$ cat src/rtl/rf_pkg.sv
// Shared register-file write-path constants and request record.
package rf_pkg;

    localparam int ADDRESS_WIDTH = 5;
    localparam int DATA_WIDTH    = 32;
    localparam int NUM_REGS      = 2 ** ADDRESS_WIDTH;

    // x0 is hardwired to zero: writes to it are consumed but never issued.
    localparam logic [ADDRESS_WIDTH-1:0] REG_ZERO = '0;

    typedef struct packed {
        logic [ADDRESS_WIDTH-1:0] addr;
        logic [DATA_WIDTH-1:0]    data;
    } rf_wr_req_t;

endpackage

$ cat src/rtl/rf_scoreboard.sv
// Pending-write scoreboard for long-latency destinations plus decode hazard check.
module rf_scoreboard
    import rf_pkg::*;
#(
    parameter int ADDRESS_WIDTH = rf_pkg::ADDRESS_WIDTH,
    parameter int NUM_REGS      = 2 ** ADDRESS_WIDTH
) (
    input  logic                     iClk,
    input  logic                     iRstN,
    input  logic                     iSetEn,
    input  logic [ADDRESS_WIDTH-1:0] iSetAddr,
    input  logic                     iClrEn,
    input  logic [ADDRESS_WIDTH-1:0] iClrAddr,
    input  logic [ADDRESS_WIDTH-1:0] iDecRs1,
    input  logic [ADDRESS_WIDTH-1:0] iDecRs2,
    input  logic [ADDRESS_WIDTH-1:0] iDecRd,
    input  logic                     iDecRdUsed,
    output logic                     oStall,
    output logic [NUM_REGS-1:0]      oPending
);

    logic [NUM_REGS-1:0] pending_q;
    logic [NUM_REGS-1:0] pending_d;
    logic [NUM_REGS-1:0] set_mask;
    logic [NUM_REGS-1:0] clr_mask;

    // Next pending vector: clear then set, so a same-cycle set on the same rd wins.
    always_comb begin
        set_mask = '0;
        clr_mask = '0;
        if (iSetEn && (iSetAddr != '0)) set_mask[iSetAddr] = 1'b1;
        if (iClrEn)                     clr_mask[iClrAddr] = 1'b1;
        pending_d    = (pending_q & ~clr_mask) | set_mask;
        pending_d[0] = 1'b0;
    end

    // Scoreboard register.
    always_ff @(posedge iClk or negedge iRstN) begin
        if (!iRstN) pending_q <= '0;
        else        pending_q <= pending_d;
    end

    // RAW on either source or WAW on the destination holds decode.
    always_comb begin
        oStall = ((iDecRs1 != '0) && pending_q[iDecRs1]) ||
                 ((iDecRs2 != '0) && pending_q[iDecRs2]) ||
                 (iDecRdUsed && pending_q[iDecRd]);
    end

    assign oPending = pending_q;

endmodule

$ cat src/rtl/regfile_write_scheduler.sv
// Arbitrates the register-file write port between writeback and a buffered
// long-latency producer, with a starvation guard and pending-write scoreboard.
module regfile_write_scheduler
    import rf_pkg::*;
#(
    parameter int ADDRESS_WIDTH = rf_pkg::ADDRESS_WIDTH,
    parameter int DATA_WIDTH    = rf_pkg::DATA_WIDTH,
    parameter int STARVE_LIMIT  = 4
) (
    input  logic                        iClk,
    input  logic                        iRstN,
    input  logic                        iWbValid,
    output logic                        oWbReady,
    input  logic [ADDRESS_WIDTH-1:0]    iWbAddr,
    input  logic [DATA_WIDTH-1:0]       iWbData,
    input  logic                        iLlValid,
    output logic                        oLlReady,
    input  logic [ADDRESS_WIDTH-1:0]    iLlAddr,
    input  logic [DATA_WIDTH-1:0]       iLlData,
    input  logic                        iIssueEn,
    input  logic [ADDRESS_WIDTH-1:0]    iIssueRd,
    input  logic [ADDRESS_WIDTH-1:0]    iDecRs1,
    input  logic [ADDRESS_WIDTH-1:0]    iDecRs2,
    input  logic [ADDRESS_WIDTH-1:0]    iDecRd,
    input  logic                        iDecRdUsed,
    output logic                        oStall,
    output logic                        oWriteEn,
    output logic [ADDRESS_WIDTH-1:0]    oWriteAddress,
    output logic [DATA_WIDTH-1:0]       oWriteData,
    output logic [2**ADDRESS_WIDTH-1:0] oPending
);

    localparam int CNT_W = $clog2(STARVE_LIMIT + 1);
    localparam logic [CNT_W-1:0] CNT_MAX = CNT_W'(STARVE_LIMIT);

    typedef struct packed {
        logic [ADDRESS_WIDTH-1:0] addr;
        logic [DATA_WIDTH-1:0]    data;
    } req_t;

    logic             ll_full;
    req_t             ll_buf;
    logic [CNT_W-1:0] starve_cnt;
    logic             ll_win;
    logic             wb_win;
    req_t             win_req;

    // Arbitration: WB has priority until LL has lost STARVE_LIMIT cycles in a row.
    always_comb begin
        ll_win   = ll_full && (!iWbValid || (starve_cnt == CNT_MAX));
        wb_win   = iWbValid && !ll_win;
        win_req  = ll_win ? ll_buf : req_t'{addr: iWbAddr, data: iWbData};
        oLlReady = iRstN && !ll_full;
        oWbReady = iRstN && !(ll_win && iWbValid);
    end

    // One-entry LL buffer: fills on handshake, drains on grant.
    always_ff @(posedge iClk or negedge iRstN) begin
        if (!iRstN) begin
            ll_full <= 1'b0;
            ll_buf  <= '0;
        end else if (ll_win) begin
            ll_full <= 1'b0;
        end else if (iLlValid && oLlReady) begin
            ll_full <= 1'b1;
            ll_buf  <= req_t'{addr: iLlAddr, data: iLlData};
        end
    end

    // Starve counter: counts consecutive WB wins while LL waits, saturating.
    always_ff @(posedge iClk or negedge iRstN) begin
        if (!iRstN)                   starve_cnt <= '0;
        else if (!ll_full || ll_win)  starve_cnt <= '0;
        else if (wb_win && (starve_cnt != CNT_MAX)) starve_cnt <= starve_cnt + 1'b1;
    end

    // Write-port register; x0 grants complete the handshake but never assert the enable.
    always_ff @(posedge iClk or negedge iRstN) begin
        if (!iRstN) begin
            oWriteEn      <= 1'b0;
            oWriteAddress <= '0;
            oWriteData    <= '0;
        end else begin
            oWriteEn <= (ll_win || wb_win) && (win_req.addr != '0);
            if (ll_win || wb_win) begin
                oWriteAddress <= win_req.addr;
                oWriteData    <= win_req.data;
            end
        end
    end

    rf_scoreboard #(
        .ADDRESS_WIDTH (ADDRESS_WIDTH),
        .NUM_REGS      (2**ADDRESS_WIDTH)
    ) u_scoreboard (
        .iClk       (iClk),
        .iRstN      (iRstN),
        .iSetEn     (iIssueEn),
        .iSetAddr   (iIssueRd),
        .iClrEn     (ll_win),
        .iClrAddr   (ll_buf.addr),
        .iDecRs1    (iDecRs1),
        .iDecRs2    (iDecRs2),
        .iDecRd     (iDecRd),
        .iDecRdUsed (iDecRdUsed),
        .oStall     (oStall),
        .oPending   (oPending)
    );

endmodule

$ cat config.mk
export PLATFORM = sky130hd
export DESIGN_NAME = regfile_write_scheduler
export DESIGN_NICKNAME = d
export VERILOG_FILES = /design/src/rtl/rf_pkg.sv /design/src/rtl/rf_scoreboard.sv /design/src/rtl/regfile_write_scheduler.sv
export SDC_FILE = /design/constraint.sdc
export NUM_CORES = 1
export LEC_CHECK = 0
export CORE_MARGIN = 2
export CORE_UTILIZATION = 48
export CTS_BUF_LIST = sky130_fd_sc_hd__clkbuf_2 sky130_fd_sc_hd__clkbuf_4 sky130_fd_sc_hd__clkbuf_8
export DETAILED_ROUTE_END_ITERATION = 8
export PLACE_DENSITY = 0.82
export SLEW_MARGIN = 40
export SYNTH_ARGS = -nofsm -noshare
export SYNTH_HDL_FRONTEND = slang
export SYNTH_HIERARCHICAL = 1
export SYNTH_SLANG_ARGS = --single-unit
$ cat constraint.sdc
create_clock -name iClk -period 3.5 [get_ports iClk]
set_input_delay 0.7 -clock iClk [delete_from_list [all_inputs] [get_ports iClk]]
set_output_delay 0.7 -clock iClk [all_outputs]
set_load 0.005 [all_outputs]
==> run summary <==
The flow ran to the end, and the final reports show no timing, DRC or antenna violations. The reported max-cap violation count is 0. The maximum number of buffers from clock root to sink is 2.

The number of standard cells after synthesis came out at 447. The total die area is 0.0122 mm^2. Measured along the x axis, the die boundary spans 110 um. The clock-pin slew reported for the worst setup and hold paths after clock tree synthesis is 0.10 ns. Summing every instance area after synthesis gives 0.00544 mm^2. The average wire length per cell after detail routing is 20.2 um. The ratio of total power to cell area is 524 mW/mm^2. The total global routing track utilization is 0.259. Dividing the final minimum period by the clock period gives 0.978. The number of routed nets with antenna violations came out at 0. The detailed placer's ending HPWL is 11400 um. The worst slew margin relative to its limit is 0.568. The finished layout holds 768 standard cells, fillers aside.

The share of the Yosys chip area taken by registers is 0.506. The endpoint of the most critical register-to-register path is u_scoreboard/oPending[4]. The synthesis-to-finish area growth is 38.4%.

The final worst slack is 0.0754 ns. The shortest period the worst path allows is 3.42 ns. The setup clock skew after layout came out at 0.00857 ns. The count of unresolved DRC violations after routing is 0. The total via count after detailed routing came out at 4652. The setup path with the least slack is of type in2out. The via-per-instance ratio is 6.06. The worst-case register-to-register setup slack came out at 1.08 ns. 173 I/O pins were placed.

The count of hold buffers inserted by post-cts repair is 0. For this run, the post-layout net count is 725. The ratio of cells with drive above 1 in the final layout came out at 0.172.

The y dimension of the die came out at 110 um. The total count of max-transition violations in the final report is 0. The post-CTS setup buffer count came out at 0. The global placer's final weighted congestion is 0.918. The aggregate routed wire length is 15500 um. The initial antenna violation count came out at 0.

The maximum fanout encountered on the critical timing path is 5. The highest clock frequency the design can meet came out at 0.292 GHz. STA classifies the critical path startpoint as an input port. Synthesis instantiated 50 different standard cells from the library.

The per-instance average area after synthesis is 12.2 um^2. In this run the core area contains 38 standard-cell rows. The number of antenna repair diodes is 0.

The required time of the critical path came out at 2.80 ns. The final-layout fill cell count came out at 799. The total of endpoints with negative setup slack in the final report came out at 0. The nature of the critical path endpoint is an output port. The leakage component of the power is 0.00304 uW.

The initial utilization of the core area, before any placement, comes to 0.498. The detailed-routing iteration count for the pre-antenna-repair pass is 5. The worst-case IR drop observed on VDD is 252 uV. The tightest min-delay check is of the in2async type. The overall power of the completed layout is 3950 uW. The via count of the first global-routing pass came out at 4765.

The area of the core came out at 0.0109 mm^2. The most used flip-flop cell after synthesis is sky130_fd_sc_hd__dfrtp_1. TritonCTS built the clock tree.

The count of clock tree sinks is 110. The critical path data arrival time is 2.72 ns. Clock tree synthesis inserted a total of 9 buffers. Leaving out fill and tap cells, the most frequent cell in the layout is sky130_fd_sc_hd__clkdlybuf4s50_1.

The number of enable flip-flop cells after synthesis came out at 0. Setup repair after global routing left no endpoint under its margin. The cell count after placement is 752.

Entering global routing, the biggest net connects 74 pins. The detailed router finished its first iteration with 379 violations. For the worst flop-to-flop path, the logic depth is 8. The count of warnings emitted by yosys came out at 6.

The top-area cell type share of the netlist area came out at 0.506. For the worst-skew pair, the clock arrives at the later sink with an insertion delay of 0.36 ns. Yosys attributes the largest share of cell area to sky130_fd_sc_hd__dfrtp_1, sky130_fd_sc_hd__mux2_2, sky130_fd_sc_hd__a221o_1. sky130_fd_sc_hd__dfrtp_1 takes more of the synthesized area than any other cell.

In the layout the commonest cells are sky130_fd_sc_hd__clkdlybuf4s50_1, sky130_fd_sc_hd__dfrtp_1, sky130_fd_sc_hd__o21ai_0. The synthesized design contains 110 register bits. The total count of hold-check failures in the final report is 0. Synthesis produced a netlist with a net count of 549. The count of buffers from port buffering came out at 171. The remaining global-route overflow is 0. The worst-case setup slack after placement came out at -0.379 ns. The number of H-tree levels is 3.

The startpoint identified for the worst register-to-register timing path is starve_cnt[0]. CTS placed an instance of sky130_fd_sc_hd__clkbuf_8 at the clock tree root. The actual slew at the worst max-slew pin is 0.649 ns. The fraction of registers with async set or reset after synthesis is 1.00. The wire length of the first global-routing pass came out at 25700 um.
worst max-delay path by stage:
stage                     startpoint  endpoint  slack, ns  cells past startpoint
after floorplan           iDecRs1[1]    oStall       0.60                      5
after global placement     iDecRd[0]    oStall      -0.36                      6
after detailed placement   iDecRd[0]    oStall      -0.38                      6
after CTS                 iDecRs2[1]    oStall       0.04                      7
after global routing       iDecRd[0]    oStall       0.01                      6
final                      iDecRd[0]    oStall       0.08                      6
sequential cells by signal, summed over array words and instances, names as in the netlist:
signal,cells
oWriteEn,1
oWriteData,32
oWriteAddress,5
ll_full,1
u_scoreboard/oPending,31
starve_cnt,3
ll_buf,37
cell type report:
cell class,count,area (um^2),share of cell area
sequential,110,2750,0.365
clock inverter,3,42.5,0.00565
timing repair buffer,192,1860,0.247
inverter,4,15.0,0.00199
multi-input combinational,306,2520,0.335
clock buffer,13,166,0.0221
tap,140,175,0.0232
worst max-delay path, cell delays in order:
cell	delay, ns
sky130_fd_sc_hd__buf_2	0.16
sky130_fd_sc_hd__mux4_1	0.58
sky130_fd_sc_hd__mux4_2	0.50
sky130_fd_sc_hd__a32oi_1	0.22
sky130_fd_sc_hd__nand4_1	0.11
sky130_fd_sc_hd__clkdlybuf4s50_1	0.46
where the power goes:
group          leakage [uW]  internal [uW]  switching [uW]  total [uW]
sequential          0.00131           1560             326        1890
clock              0.000106            386             398         784
combinational       0.00162            830             446        1280
total               0.00304           2780            1170        3950
layer usage:
metal | up-vias | share of wire | routed length, um | GRT usage
met1 | 2306 | 0.40 | 6190 | 0.332
met4 | 0 | 0.017 | 271 | 0.0658
met5 | - | 0 | 0 | 0
met2 | 253 | 0.49 | 7540 | 0.428
met3 | 27 | 0.099 | 1540 | 0.0845
li1 | 2066 | - | - | -
cells in the mapped netlist, types with 2 or more instances:
cell type,count
sky130_fd_sc_hd__nand3b_1,10
sky130_fd_sc_hd__a31oi_1,5
sky130_fd_sc_hd__nor2_1,9
sky130_fd_sc_hd__clkbuf_1,8
sky130_fd_sc_hd__buf_1,2
sky130_fd_sc_hd__nand2_1,18
sky130_fd_sc_hd__inv_1,4
sky130_fd_sc_hd__dfrtp_1,110
sky130_fd_sc_hd__or3b_2,5
sky130_fd_sc_hd__o21ai_0,63
sky130_fd_sc_hd__a211oi_1,6
sky130_fd_sc_hd__a311oi_1,3
sky130_fd_sc_hd__ha_1,2
sky130_fd_sc_hd__or3_1,2
sky130_fd_sc_hd__nand3_1,4
sky130_fd_sc_hd__nor2b_1,8
sky130_fd_sc_hd__a21oi_1,9
sky130_fd_sc_hd__nand2b_1,4
sky130_fd_sc_hd__buf_6,5
sky130_fd_sc_hd__buf_2,11
sky130_fd_sc_hd__mux2_2,45
sky130_fd_sc_hd__o22a_1,2
sky130_fd_sc_hd__and2_1,33
sky130_fd_sc_hd__a221o_1,32
sky130_fd_sc_hd__mux4_1,5
sky130_fd_sc_hd__mux2i_1,7
sky130_fd_sc_hd__mux4_2,12
cells by family (layout without fill, tap and decap cells):
| kind of cell | after synthesis | in the layout | synth area share |
|---|---|---|---|
| AOI/OAI and AO/OA | 134 | 134 | 0.171 |
| DFF | 110 | 110 | 0.506 |
| buffers and inverters | 31 | 212 | 0.0315 |
| muxes | 69 | 69 | 0.180 |
| adders and majority gates | 2 | 2 | 0.00460 |
| and+or+nand+nor | 99 | 99 | 0.106 |
| other | 1 | 1 | 0.000689 |
| xor gates and xnor gates | 1 | 1 | 0.00161 |
stage by stage:
stage	TNS (ns)	hold slack [ns]	util	cell area, um^2
3_3_place_gp	-0.363	0.447	0.671	7340
5_1_grt	0	0.0998	0.689	7530
3_5_place_dp	-0.379	0.459	0.671	7340
6_report	0	0.125	0.689	7530
2_1_floorplan	0	0.404	-	5440
4_1_cts	0	0.113	0.689	7540
repair_timing:
item / in CTS / in global routing
pin swaps: 0 / 0
resized for setup: 10 / 6
endpoints found under the setup margin: 1 / 1
Note: power is estimated with default switching activity, not from simulation.
